**src/rtl/ctrl_mc_pkg.sv**
```systemverilog
// rtl/ctrl_mc_pkg.sv - opcodes, state encoding and control-field encodings for the multicycle control unit
package ctrl_mc_pkg;

  localparam logic [5:0] R_FORMAT = 6'd0;
  localparam logic [5:0] J        = 6'd2;
  localparam logic [5:0] BEQ      = 6'd4;
  localparam logic [5:0] ADDIU    = 6'd9;
  localparam logic [5:0] MADDU    = 6'd28;
  localparam logic [5:0] LW       = 6'd35;
  localparam logic [5:0] SW       = 6'd43;

  typedef enum logic [3:0] {
    S_IDLE      = 4'd0,
    S_FETCH     = 4'd1,
    S_DECODE    = 4'd2,
    S_EXEC_R    = 4'd3,
    S_R_WB      = 4'd4,
    S_MADD_EXEC = 4'd5,
    S_EXEC_I    = 4'd6,
    S_I_WB      = 4'd7,
    S_MEM_ADDR  = 4'd8,
    S_MEM_READ  = 4'd9,
    S_MEM_WB    = 4'd10,
    S_MEM_WRITE = 4'd11,
    S_BRANCH    = 4'd12,
    S_JUMP      = 4'd13,
    S_TRAP      = 4'd14
  } state_e;

  localparam logic [1:0] ALUOP_ADD   = 2'b00;
  localparam logic [1:0] ALUOP_SUB   = 2'b01;
  localparam logic [1:0] ALUOP_FUNCT = 2'b10;

  localparam logic [1:0] SRCB_REG     = 2'b00;
  localparam logic [1:0] SRCB_FOUR    = 2'b01;
  localparam logic [1:0] SRCB_IMM     = 2'b10;
  localparam logic [1:0] SRCB_IMM_SH2 = 2'b11;

  localparam logic [1:0] PCSRC_ALU    = 2'b00;
  localparam logic [1:0] PCSRC_ALUOUT = 2'b01;
  localparam logic [1:0] PCSRC_JUMP   = 2'b10;

  typedef struct packed {
    logic       pc_write;
    logic       pc_write_cond;
    logic       i_or_d;
    logic       mem_read;
    logic       mem_write;
    logic       ir_write;
    logic       mem_to_reg;
    logic       reg_dst;
    logic       reg_write;
    logic       alu_src_a;
    logic [1:0] alu_src_b;
    logic [1:0] alu_op;
    logic [1:0] pc_source;
    logic       instr_done;
  } ctrl_t;

  function automatic logic is_known_op(input logic [5:0] op);
    return (op == R_FORMAT) || (op == J) || (op == BEQ) || (op == ADDIU) ||
           (op == MADDU) || (op == LW) || (op == SW);
  endfunction

endpackage

```
**src/rtl/control_mc_outdec.sv**
```systemverilog
// rtl/control_mc_outdec.sv - state (+ mem_ready gating) to datapath control decoder
module control_mc_outdec
  import ctrl_mc_pkg::*;
(
  input  state_e state_i,
  input  logic   mem_ready_i,
  input  logic   decode_nop_i,
  output ctrl_t  ctrl_o
);

  always_comb begin
    ctrl_o = '0;
    case (state_i)
      S_FETCH: begin
        ctrl_o.mem_read  = 1'b1;
        ctrl_o.alu_src_b = SRCB_FOUR;
        ctrl_o.alu_op    = ALUOP_ADD;
        ctrl_o.pc_source = PCSRC_ALU;
        // IR and PC advance only on the cycle the fetch actually completes
        ctrl_o.ir_write  = mem_ready_i;
        ctrl_o.pc_write  = mem_ready_i;
      end
      S_DECODE: begin
        ctrl_o.alu_src_b  = SRCB_IMM_SH2;
        ctrl_o.alu_op     = ALUOP_ADD;
        ctrl_o.instr_done = decode_nop_i;
      end
      S_EXEC_R, S_MADD_EXEC: begin
        ctrl_o.alu_src_a = 1'b1;
        ctrl_o.alu_src_b = SRCB_REG;
        ctrl_o.alu_op    = ALUOP_FUNCT;
      end
      S_R_WB: begin
        ctrl_o.reg_dst    = 1'b1;
        ctrl_o.reg_write  = 1'b1;
        ctrl_o.instr_done = 1'b1;
      end
      S_EXEC_I, S_MEM_ADDR: begin
        ctrl_o.alu_src_a = 1'b1;
        ctrl_o.alu_src_b = SRCB_IMM;
        ctrl_o.alu_op    = ALUOP_ADD;
      end
      S_I_WB: begin
        ctrl_o.reg_write  = 1'b1;
        ctrl_o.instr_done = 1'b1;
      end
      S_MEM_READ: begin
        ctrl_o.mem_read = 1'b1;
        ctrl_o.i_or_d   = 1'b1;
      end
      S_MEM_WB: begin
        ctrl_o.mem_to_reg = 1'b1;
        ctrl_o.reg_write  = 1'b1;
        ctrl_o.instr_done = 1'b1;
      end
      S_MEM_WRITE: begin
        ctrl_o.mem_write  = 1'b1;
        ctrl_o.i_or_d     = 1'b1;
        ctrl_o.instr_done = mem_ready_i;
      end
      S_BRANCH: begin
        ctrl_o.alu_src_a     = 1'b1;
        ctrl_o.alu_src_b     = SRCB_REG;
        ctrl_o.alu_op        = ALUOP_SUB;
        ctrl_o.pc_source     = PCSRC_ALUOUT;
        ctrl_o.pc_write_cond = 1'b1;
        ctrl_o.instr_done    = 1'b1;
      end
      S_JUMP: begin
        ctrl_o.pc_write   = 1'b1;
        ctrl_o.pc_source  = PCSRC_JUMP;
        ctrl_o.instr_done = 1'b1;
      end
      default: ;
    endcase
  end

endmodule

```
**src/rtl/control_multicycle.sv**
```systemverilog
// rtl/control_multicycle.sv - multicycle MIPS control FSM; CTRL_TRAP_ILLEGAL_EN adds TRAP state and illegal_op
module control_multicycle
  import ctrl_mc_pkg::*;
#(
  parameter int MADDU_CYCLES = 4,
  parameter int STATE_W      = 4
) (
  input  logic               clk,
  input  logic               rst,
  input  logic [5:0]         opcode,
  input  logic               mem_ready,
  output logic               pc_write,
  output logic               pc_write_cond,
  output logic               i_or_d,
  output logic               mem_read,
  output logic               mem_write,
  output logic               ir_write,
  output logic               mem_to_reg,
  output logic               reg_dst,
  output logic               reg_write,
  output logic               alu_src_a,
  output logic [1:0]         alu_src_b,
  output logic [1:0]         alu_op,
  output logic [1:0]         pc_source,
  output logic               instr_done,
  output logic [STATE_W-1:0] state
`ifdef CTRL_TRAP_ILLEGAL_EN
  ,
  output logic               illegal_op
`endif
);

  localparam int CNT_W = (MADDU_CYCLES > 1) ? $clog2(MADDU_CYCLES) : 1;
  localparam logic [CNT_W-1:0] CNT_LAST = CNT_W'(MADDU_CYCLES - 1);

  state_e           state_q;
  logic [5:0]       op_q;
  logic [CNT_W-1:0] mul_cnt_q;
  logic             decode_nop;
  ctrl_t            ctrl;

`ifdef CTRL_TRAP_ILLEGAL_EN
  assign decode_nop = 1'b0;
  assign illegal_op = (state_q == S_TRAP);
`else
  assign decode_nop = (state_q == S_DECODE) && !is_known_op(opcode);
`endif

  always_ff @(posedge clk) begin
    if (rst) begin
      state_q   <= S_IDLE;
      op_q      <= '0;
      mul_cnt_q <= '0;
    end else begin
      case (state_q)
        S_IDLE:  state_q <= S_FETCH;
        S_FETCH: if (mem_ready) state_q <= S_DECODE;
        S_DECODE: begin
          op_q      <= opcode;
          mul_cnt_q <= '0;
          case (opcode)
            R_FORMAT: state_q <= S_EXEC_R;
            MADDU:    state_q <= S_MADD_EXEC;
            ADDIU:    state_q <= S_EXEC_I;
            LW, SW:   state_q <= S_MEM_ADDR;
            BEQ:      state_q <= S_BRANCH;
            J:        state_q <= S_JUMP;
`ifdef CTRL_TRAP_ILLEGAL_EN
            default:  state_q <= S_TRAP;
`else
            default:  state_q <= S_FETCH;
`endif
          endcase
        end
        S_EXEC_R: state_q <= S_R_WB;
        S_MADD_EXEC: begin
          mul_cnt_q <= mul_cnt_q + CNT_W'(1);
          if (mul_cnt_q == CNT_LAST) state_q <= S_R_WB;
        end
        S_EXEC_I:    state_q <= S_I_WB;
        // the decoded opcode is latched, so a changing IR field cannot redirect the access
        S_MEM_ADDR:  state_q <= (op_q == LW) ? S_MEM_READ : S_MEM_WRITE;
        S_MEM_READ:  if (mem_ready) state_q <= S_MEM_WB;
        S_MEM_WRITE: if (mem_ready) state_q <= S_FETCH;
        S_R_WB, S_I_WB, S_MEM_WB, S_BRANCH, S_JUMP: state_q <= S_FETCH;
        S_TRAP:      state_q <= S_TRAP;
        default:     state_q <= S_IDLE;
      endcase
    end
  end

  control_mc_outdec u_outdec (
    .state_i      (state_q),
    .mem_ready_i  (mem_ready),
    .decode_nop_i (decode_nop),
    .ctrl_o       (ctrl)
  );

  assign pc_write      = ctrl.pc_write;
  assign pc_write_cond = ctrl.pc_write_cond;
  assign i_or_d        = ctrl.i_or_d;
  assign mem_read      = ctrl.mem_read;
  assign mem_write     = ctrl.mem_write;
  assign ir_write      = ctrl.ir_write;
  assign mem_to_reg    = ctrl.mem_to_reg;
  assign reg_dst       = ctrl.reg_dst;
  assign reg_write     = ctrl.reg_write;
  assign alu_src_a     = ctrl.alu_src_a;
  assign alu_src_b     = ctrl.alu_src_b;
  assign alu_op        = ctrl.alu_op;
  assign pc_source     = ctrl.pc_source;
  assign instr_done    = ctrl.instr_done;
  assign state         = STATE_W'(state_q);

endmodule

```
**config.mk**
```make
export PLATFORM = sky130hd
export DESIGN_NAME = control_multicycle
export DESIGN_NICKNAME = d
export VERILOG_FILES = /design/src/rtl/ctrl_mc_pkg.sv /design/src/rtl/control_mc_outdec.sv /design/src/rtl/control_multicycle.sv
export SDC_FILE = /design/constraint.sdc
export NUM_CORES = 1
export LEC_CHECK = 0
export BUFFER_PORTS_ARGS = -buffer_cell sky130_fd_sc_hd__clkbuf_2
export CORE_UTILIZATION = 50
export DETAILED_ROUTE_END_ITERATION = 12
export PLACE_DENSITY = 0.78
export SYNTH_ARGS = -nofsm -noshare
export SYNTH_HDL_FRONTEND = slang
export SYNTH_HIERARCHICAL = 1
export SYNTH_SLANG_ARGS = --single-unit
```
**constraint.sdc**
```tcl
create_clock -name clk -period 2.1 [get_ports clk]
set_input_delay 0.105 -clock clk [delete_from_list [all_inputs] [get_ports clk]]
set_output_delay 0.105 -clock clk [all_outputs]
set_load 0.05 [all_outputs]
```
Word-level counts from Yosys, hierarchy flattened:

Cells that the tools add are included.

* $add $sub $neg: 1
* reductions and logical operators: 21
* bitwise operators: 0
* shifts and indexed selects: 0
* $lt $le $gt $ge: 0
* muxes and demuxes: 21
* divide/modulo/power cells: 0
* equal/unequal tests: 26
* multiply operators: 0

Operators by type and width (number)
* 4-bit case mux with 10 select lines: 1
* 4-bit equality test (second input constant): 7
* 4-bit case mux with 6 select lines: 1
* 4-bit case mux with 5 select lines: 1
* 6-bit equality test (second input constant): 3
* 4-bit by 3-bit equality test with 1-bit output (second input constant): 4
* 4-bit two-way mux: 4
* 2-bit OR reduction: 5
* 5-bit OR reduction: 2
* 1-bit two-way mux: 9
* 4-bit by 2-bit equality test with 1-bit output (second input constant): 2
* 2-bit != test (second input constant): 4
* 2-bit case mux with 2 select lines: 2
* 6-bit by 2-bit equality test with 1-bit output (second input constant): 1
* 6-bit by 3-bit equality test with 1-bit output (second input constant): 1
* 6-bit by 4-bit equality test with 1-bit output (second input constant): 1
* 6-bit by 5-bit equality test with 1-bit output (second input constant): 1
* 6-bit zero test: 1
* 1-bit logical OR: 6
* 6-bit OR reduction: 1
* 4-bit by 1-bit equality test with 1-bit output (second input constant): 1
* 4-bit zero test: 1
* 4-bit AND reduction: 1
* 1-bit case mux with 3 select lines: 1
* 8 further kinds: 8

* memories: 0
* latch bits: 0
* bits in writable memories: 0
* output and inout port bits: 21
* ROM bits: 0
* bits in registers: 12

Logic depth before layout (Yosys ltp):

Gate-level depths: netlist (run 1).

* word-level depth: 10
* mapped depth: 7
* mapped depth without buffers: 6

Cells and area by module:

The synthesis (run 1) kept the hierarchy.

Modules (own cells, without submodules)
* control_multicycle: cells an instance 109, instances 1, area an instance 854.6 sq um, seq. area each 240.2 sq um
* control_mc_outdec: cells an instance 42, instances 1, area an instance 266.5 sq um, seq. area each 0.0 sq um

Worst setup path before layout (run 1):

Ideal clock, no wire load.

* path kind: reg-to-output
* start: register state_q[1], in the netlist state[1]
* end: output port instr_done
* path slack: -0.523 ns
* data required time: 1.995 ns
* stages on the path, launching flop included: 8
* arrival: 2.518 ns
* path through: dfxtp_1 -> buf_4 -> nand2b_4 -> or3_1 -> buf_6 -> nor3_1 -> a22oi_1 -> o2bb2ai_1

* longest elaborated chain between the ends: 3
* elaborated cells between the ends (all ways): 10

Ends and longest elaborated chain
* start, declared: line control_multicycle.sv:36 `state_e state_q;`
* start signal, assigned: line control_multicycle.sv:82 `S_MEM_ADDR: state_q <= (op_q == LW) ? S_MEM_READ : S_MEM_WRITE;`
* 4-bit by 2-bit equality test with 1-bit output: line control_multicycle.sv:46 `assign decode_nop = (state_q == S_DECODE) && !is_known_op(opcode);`
* 1-bit logical AND: line control_multicycle.sv:46
* net decode_nop: line control_multicycle.sv:39 `logic decode_nop;`
* 1-bit case mux with 3 select lines: line control_mc_outdec.sv:13 `case (state_i)`
* end, declared: line control_multicycle.sv:25 `output logic instr_done,`

The timed path passes the listed nets, and every way through them passes these cells.

Final worst setup path (run 1):

* start: register state_q[3], in the netlist state[3]
* end: output port instr_done

Same word-level chain as after synthesis.

==> results.yml, run 1 <==
status:
  status: "finished clean"
finish:
  multi_input_area_um2: 779
  fillers: 197
  seq_area_um2: 241
  antennaDiodeCount: 0
  nNetsFinal: 183
  area_delta_synth_final_pct: 14.6
  drive_gt1_share_pct: 33.1
  fin_util_pct: 62.9
  final_cells: 199
drt:
  drc: 0
  wl_met3_um: 113
  dr_wl_met2_um: 1270
  wl_um: 2680
  vias: 1162
  drt_first_pass_iters: 4
  post_drt_wl_per_cell_um: 13.4
  ant_nets: 0
  highest_layer: "met3"
  viasPerCell: 5.84
  met1Wirelength_um: 1300
  drt_iter0_markers: 41
clock_network:
  insertion_delay_ps: 270
  cts_root_buf: "clkbuf_4"
  clkTransAtPathRegs_ps: 80
  cts-resized-gates: 0
  clockBufferDepth: 2
  tritoncts: "done"
  cts_max_level: 1
  cts_buffers: 3
  post_cts_buffers: 0
  numClockSinks: 12
  hold_buffers: 0
global_routing:
  grt_max_degree: 29
  grt_pass1_vias: 974
  grt-ovfl-total: 0
  grt_pass1_wl_um: 4490
  grt_util_all_layers_pct: 23.3
  antenna_found_initial: 0
sta:
  post-route-period-util_pct: 92.1
  setup_violations: 0
  fin_crit_ps: 1930
  hold_ws_ps: 177
  tns_ps: 0
  max_freq_ghz: 0.517
  hold_violations: 0
  rsz0062_at_grt: "false"
  maxSlewViolCount: 0
  worst_pin_slew_ps: 653
  slew_headroom_pct: 56.1
  skew_ps: 8.48
pwr:
  combPwrFrac_pct: 70.7
  power_frac_clock_pct: 11.0
  p_int_uw: 724
  sw_frac_of_total_pct: 56.6
  p_total_mw: 1.67
  switchingPower_uw: 942
  ir_drop_v: 0.000830
  power.density_nw_per_um2: 1300
  leakage_nw: 0.511
  seqPwrFrac_pct: 18.3
worst_setup_path:
  worst_setup_path_start_kind: "flip-flop"
  slowest_stage: "or3_4"
  path_class: "flip-flop to output port"
  crit_required_ps: 2000
  crit_arrival_ps: 1830
  crit_fanout: 9
  slowest_delay_ps: 390
  cp-end-kind: "output port"
  worstPathCellList: "nand2b_4, or3_4, nor3_1, a22oi_1, o2bb2ai_2, buf_2"
place:
  port_buffers: 29
  finalWeightedCongestion: 0.791
  dp_cells: 195
  dpl.hpwl_um: 1900
synth:
  ys_types: 49
  synthesis.nets: 161
  ys_warn_count: 6
  async_flop_share_pct: 0
  synth_area_um2: 1120
  yosys_register_bits: 12
  synth_edf_count: 0
  syn_inst: 151
  synth_area_per_cell_um2: 7.42
  yosysSeqAreaShare_pct: 21.4
  synth_flop_cell: "dfxtp_1"
floorplan:
  die_h_um: 49.4
  start_util_pct: 54.9
  io_pins: 30
  rows: 16
  die_x_um: 49.4
  die_area_um2: 2440
  core-area_um2: 2040
worst_hold_path:
  hold_class: "input pin to flip-flop"
flow_run:
  drv_cap: 0
-- flip-flops by register name (all words and copies together) (netlist names) --
signal     cells
mul_cnt_q      2
op_q           6
state          4
-- layer usage --
layer / up-vias / global-route usage (%)
met2: 31 / 36.5
met1: 543 / 33.5
met3: 0 / 5.61
met5: - / 0
met4: 0 / 1.47
li1: 588 / -
-- layout make-up --
| type | instances | share of cell area [%] |
|---|---|---|
| tap | 27 | 2.63 |
| inverter | 3 | 0.876 |
| timing repair buffer | 34 | 14.2 |
| multi-input combinational | 119 | 60.7 |
| sequential | 12 | 18.8 |
| clock buffer | 4 | 2.82 |
-- cells in the final DEF, fill, tap and decap left out, types with 2 or more instances in the layout --
cell type	instances
a31oi_1	3
nand2b_1	7
a211oi_1	2
a21oi_1	13
or4b_1	2
nor3_1	6
a221oi_1	2
o21ai_0	6
nand2_1	18
nor3b_1	2
inv_1	3
nor4_1	2
nor3_2	3
nand3_1	2
dfxtp_1	11
clkbuf_2	28
clkbuf_4	3
xor2_1	3
xnor2_1	2
nor2_1	15
or3_1	2
buf_4	5
-- critical path, delay by kind of cell (launching register included) --
kind | cells | cell delay [ps]
and+or+nand+nor | 3 | 750
buffers and inverters | 1 | 270
DFF | 1 | 320
AOI/OAI and AO/OA | 2 | 230
-- stage by stage --
step / instance area [µm²] / setup WS [ps]
2_1_floorplan: 1160 / -43.6
3_3_place_gp: 1240 / 251
3_5_place_dp: 1240 / 164
4_1_cts: 1280 / 41.7
5_1_grt: 1280 / 61.6
6_report: 1280 / 166
-- worst paths after layout --
| path | slack, ps | depth (start not counted) | start | end |
|---|---|---|---|---|
| setup / recovery | 170 | 6 | state[3] | instr_done |
| hold / removal | 180 | 3 | opcode[4] | op_q[4] |
| hold reg to reg | 470 | 2 | op_q[3] | op_q[3] |
| setup reg to reg | 530 | 6 | state[0] | state[0] |
-- cells by family (layout without fill, tap and decap cells) --
group,Yosys count,after routing,share of synthesized area [%]
xor gates and xnor gates,5,5,3.91
buffers and inverters,20,41,12.9
muxes,1,1,1.34
and+or+nand+nor,71,71,34.8
DFF,12,12,21.4
AOI/OAI and AO/OA,41,41,24.4
adders and majority gates,1,1,1.12
-- cell usage after synthesis, drive strengths merged, types with 2 or more instances --
cell type | n | area [µm²]
a31oi | 3 | 18.8
clkbuf | 5 | 38.8
o22ai | 2 | 12.5
a21o | 2 | 16.3
xor2 | 3 | 26.3
nor4 | 2 | 12.5
nor3b | 2 | 15.0
a211oi | 3 | 27.5
buf | 12 | 95.1
a221oi | 2 | 17.5
nand2 | 18 | 67.6
xnor2 | 2 | 17.5
nor3 | 10 | 50.1
or3 | 3 | 18.8
nand3 | 2 | 10.0
nand2b | 9 | 66.3
o21ai | 6 | 30.0
or4b | 3 | 30.0
a21oi | 14 | 73.8
nor2 | 15 | 56.3
dfxtp | 12 | 240
inv | 3 | 11.3
-- power by group through the flow --
stage          Combinational, mW  Clock [mW]  Sequential, mW
2_1_floorplan              0.885           0           0.409
3_3_place_gp                1.13           0           0.306
3_5_place_dp                1.16           0           0.308
4_1_cts                     1.17       0.186           0.303
5_1_grt                     1.26       0.197           0.309
6_report                    1.18       0.184           0.305
Power figures use the tool's default switching activity.
==> inputs of run 2 (changes only) <==
==> constraint.sdc (replaced) <==
create_clock -name clk -period 2.28 [get_ports clk]
set_input_delay 0.114 -clock clk [delete_from_list [all_inputs] [get_ports clk]]
set_output_delay 0.114 -clock clk [all_outputs]
set_load 0.05 [all_outputs]
==> results.yml, run 2 (same netlist as run 1, synthesis figures left out) <==
global_routing:
  grt_use_met3_pct: 4.67
  grt_util_met1_pct: 29.1
  antenna_found_initial: 0
  grt_pass1_wl_um: 4360
  grt-ovfl-total: 0
  grt_pass1_vias: 1005
  grt-busiest-layer: "met2"
  grt_util_all_layers_pct: 22.6
  met2_usage_pct: 38.6
  grt_max_degree: 25
sta:
  hold_violations: 0
  post-route-period-util_pct: 91.1
  rsz0062_at_grt: "false"
  skew_ps: 1.01
  worst_pin_slew_ps: 569
  setup_ws_ps: 202
  slew_headroom_pct: 61.7
  fin_crit_ps: 2080
  tns_ps: 0
  setup_violations: 0
  max_freq_ghz: 0.481
  hold_ws_ps: 184
  maxSlewViolCount: 0
pwr:
  combPwrFrac_pct: 70.3
  sw_frac_of_total_pct: 56.1
  p_int_uw: 665
  ir_drop_v: 0.000848
  seqPwrFrac_pct: 18.5
  power.density_nw_per_um2: 1200
  leakage_nw: 0.505
  switchingPower_uw: 850
  power_frac_clock_pct: 11.2
finish:
  mostFrequentLayoutCell: "clkbuf_2"
  antennaDiodeCount: 0
  nNetsFinal: 184
  area_delta_synth_final_pct: 12.3
  final_cells: 200
  top_register: "op_q"
  largest_register_ffs: 6
  layout_common_cells: "clkbuf_2 (29), nand2_1 (18), nor2_1 (15)"
  drive_gt1_share_pct: 30.1
worst_hold_path:
  hold_class: "input pin to flip-flop"
floorplan:
  core-area_um2: 2040
  die_h_um: 49.4
  die_x_um: 49.4
  rows: 16
  io_pins: 30
  start_util_pct: 54.9
  die_area_um2: 2440
drt:
  wl_um: 2690
  drc: 0
  ant_nets: 0
  drt_first_pass_iters: 4
  viasPerCell: 5.93
  vias: 1186
  drt_iter0_markers: 29
  post_drt_wl_per_cell_um: 13.4
clock_network:
  cts_root_buf: "clkbuf_4"
  cts_max_level: 1
  numClockSinks: 12
  cts_buffers: 3
  hold_buffers: 0
  tritoncts: "done"
  cts-resized-gates: 0
  clockBufferDepth: 2
  post_cts_buffers: 0
  clkTransAtPathRegs_ps: 70
  insertion_delay_ps: 280
flow_run:
  drv_cap: 0
place:
  port_buffers: 29
  finalWeightedCongestion: 0.801
  dpl.hpwl_um: 1880
  dp_worst_setup_slack_ps: 389
  dp_cells: 196
status:
  status: "finished clean"
worst_setup_path:
  path_class: "flip-flop to output port"
  cp-end-kind: "output port"
  crit_arrival_ps: 1960
  crit_required_ps: 2170
  crit_fanout: 9
  worst_setup_path_start_kind: "flip-flop"
-- run 2: cell count changes in the layout (fill, tap and decap cells not counted), sizes merged --
| cell | delta |
|---|---|
| clkbuf | +1 |
-- run 2: power by group through the flow --
stage	Combinational, mW	Clock (mW)	Sequential [mW]
6_report	1.07	0.170	0.281
5_1_grt	1.14	0.184	0.285
4_1_cts	1.06	0.173	0.280
3_5_place_dp	1.05	0	0.285
3_3_place_gp	1.03	0	0.282
2_1_floorplan	0.790	0	0.375
-- run 2: worst paths after layout --
check,to,slack [ps],startpoint,depth (start not counted)
worst max-delay path,instr_done,200,state[3],6
worst min-delay path,op_q[2],180,opcode[2],3
worst max register to register,state[3],670,state[3],4
worst min register to register,op_q[4],450,op_q[4],2
-- run 2: cell type report --
class / count / area, µm²
Clock buffer: 4 / 36.3
Fill cell: 207 / 783
Inverter: 3 / 11.3
Multi-Input combinational cell: 119 / 747
Sequential cell: 12 / 240
Tap cell: 27 / 33.8
Timing Repair Buffer: 35 / 190
-- run 2: routing by layer --
metal	part of all wire [%]	vias up
met5	0	-
met4	0	0
met3	4.4	0
met2	51	36
met1	45	563
li1	-	587
-- run 2: metrics by stage --
| step | instance area, µm² | utilization, % | total power [mW] |
|---|---|---|---|
| finish | 1260 | 61.6 | 1.52 |
| global route | 1260 | 61.6 | 1.61 |
| CTS | 1260 | 61.6 | 1.51 |
| detailed placement | 1220 | 59.9 | 1.34 |
| global placement | 1220 | 59.9 | 1.31 |
| floorplan | 1130 | - | 1.16 |
-- run 2: critical path: stages (launching register included) --
cell and delay (ps):
dfxtp_1 320, nand2b_4 160, or3_1 460, nor3_1 230, a22oi_1 120, o2bb2ai_2 120
clkbuf_2 280
==> inputs of run 3 (changes only) <==
--- a/config.mk
+++ b/config.mk
@@ -6,6 +6,7 @@
 export NUM_CORES = 1
 export LEC_CHECK = 0
 export BUFFER_PORTS_ARGS = -buffer_cell sky130_fd_sc_hd__clkbuf_2
+export CORE_MARGIN = 3
 export CORE_UTILIZATION = 50
 export DETAILED_ROUTE_END_ITERATION = 12
 export PLACE_DENSITY = 0.78
==> results.yml, run 3 (same netlist as run 1, synthesis figures left out) <==
status:
  status: "finished clean"
global_routing:
  grt_pass1_vias: 959
  grt-ovfl-total: 0
  grt_util_met1_pct: 24.7
  met2_usage_pct: 32.7
  grt_util_all_layers_pct: 19.1
  antenna_found_initial: 0
  grt_use_met3_pct: 4.23
  grt-busiest-layer: "met2"
  grt_max_degree: 25
  grt_pass1_wl_um: 4170
worst_setup_path:
  path_class: "flip-flop to output port"
  worst_setup_path_start_kind: "flip-flop"
  crit_fanout: 15
  crit_required_ps: 2170
  cp-end-kind: "output port"
  worstPathCellList: "or3_1, nor3_1, a22oi_1, o2bb2ai_2, clkbuf_2"
  slowest_delay_ps: 530
  crit_arrival_ps: 1990
  rrSetupSlack_ps: 670
  slowest_stage: "or3_1"
place:
  port_buffers: 29
  finalWeightedCongestion: 0.838
  dpl.hpwl_um: 1860
  dp_worst_setup_slack_ps: 358
  dp_cells: 195
clock_network:
  clockBufferDepth: 2
  cts_buffers: 3
  hold_buffers: 0
  clkTransAtPathRegs_ps: 70
  numClockSinks: 12
  cts_root_buf: "clkbuf_4"
  tritoncts: "done"
  cts-resized-gates: 0
  post_cts_buffers: 0
  cts_max_level: 1
  insertion_delay_ps: 260
sta:
  hold_ws_ps: 182
  rsz0062_at_grt: "false"
  skew_ps: 1.77
  worst_pin_slew_ps: 595
  post-route-period-util_pct: 92.3
  fin_crit_ps: 2100
  slew_headroom_pct: 60.0
  max_freq_ghz: 0.475
  maxSlewViolCount: 0
  setup_violations: 0
  setup_ws_ps: 176
  hold_violations: 0
pwr:
  leakage_nw: 0.493
  power.density_nw_per_um2: 1160
  ir_drop_v: 0.000830
  p_total_mw: 1.44
drt:
  drt_first_pass_iters: 4
  viasPerCell: 5.79
  post_drt_wl_per_cell_um: 12.6
  vias: 1146
  drt_iter0_markers: 27
  drc: 0
  wl_um: 2490
  ant_nets: 0
finish:
  area_delta_synth_final_pct: 10.4
  drive_gt1_share_pct: 29.2
  largest_register_ffs: 6
  final_cells: 198
  fin_util_pct: 60.6
  top_register: "op_q"
  antennaDiodeCount: 0
  layout_common_cells: "clkbuf_2 (29), nand2_1 (18), nor2_1 (15)"
  mostFrequentLayoutCell: "clkbuf_2"
  nNetsFinal: 183
floorplan:
  io_pins: 30
  die_area_um2: 2850
  die_h_um: 53.4
  start_util_pct: 54.9
  core-area_um2: 2040
  rows: 16
  die_x_um: 53.4
flow_run:
  drv_cap: 0
worst_hold_path:
  hold_class: "input pin to flip-flop"
[run 3: cell count changes in the layout (fill, tap and decap cells not counted)]
cell	before	now
buf_4	6	5
clkbuf_8	1	0
[run 3: stage by stage]
stage	setup TNS [ps]	instance area (µm²)
3_5_place_dp	0	1210
4_1_cts	0	1240
5_1_grt	0	1240
2_1_floorplan	-59.3	1130
3_3_place_gp	0	1210
6_report	0	1240
[run 3: path summary, 6_finish.rpt]
| path | start | endpoint | depth (start not counted) |
|---|---|---|---|
| max | state[0] | instr_done | 5 |
| min reg2reg | op_q[4] | op_q[4] | 2 |
| min | opcode[4] | op_q[4] | 3 |
| max reg2reg | state[0] | state[3] | 3 |
[run 3: layer usage]
| metal | share of wire, % | wire, µm |
|---|---|---|
| met5 | 0 | 0 |
| met4 | 0 | 0 |
| met3 | 5.4 | 134 |
| met2 | 48 | 1190 |
| met1 | 47 | 1170 |
[run 3: critical path: cells and delay by family (launching register included)]
family	cells	cell delay, ps
DFF	1	440
and+or+nand+nor	2	750
buffers and inverters	1	280
AOI/OAI and AO/OA	2	240
[run 3: final cells by class]
cell class                      count  area, µm²
Timing Repair Buffer               34        183
Multi-Input combinational cell    119        747
Clock buffer                        3       22.5
Fill cell                         201        805
Inverter                            3       11.3
Tap cell                           27       33.8
Sequential cell                    12        240
[run 3: power by group]
group | internal (mW) | switching [mW]
Clock | 0.0610 | 0.0616
Combinational | 0.303 | 0.708
Sequential | 0.253 | 0.0521
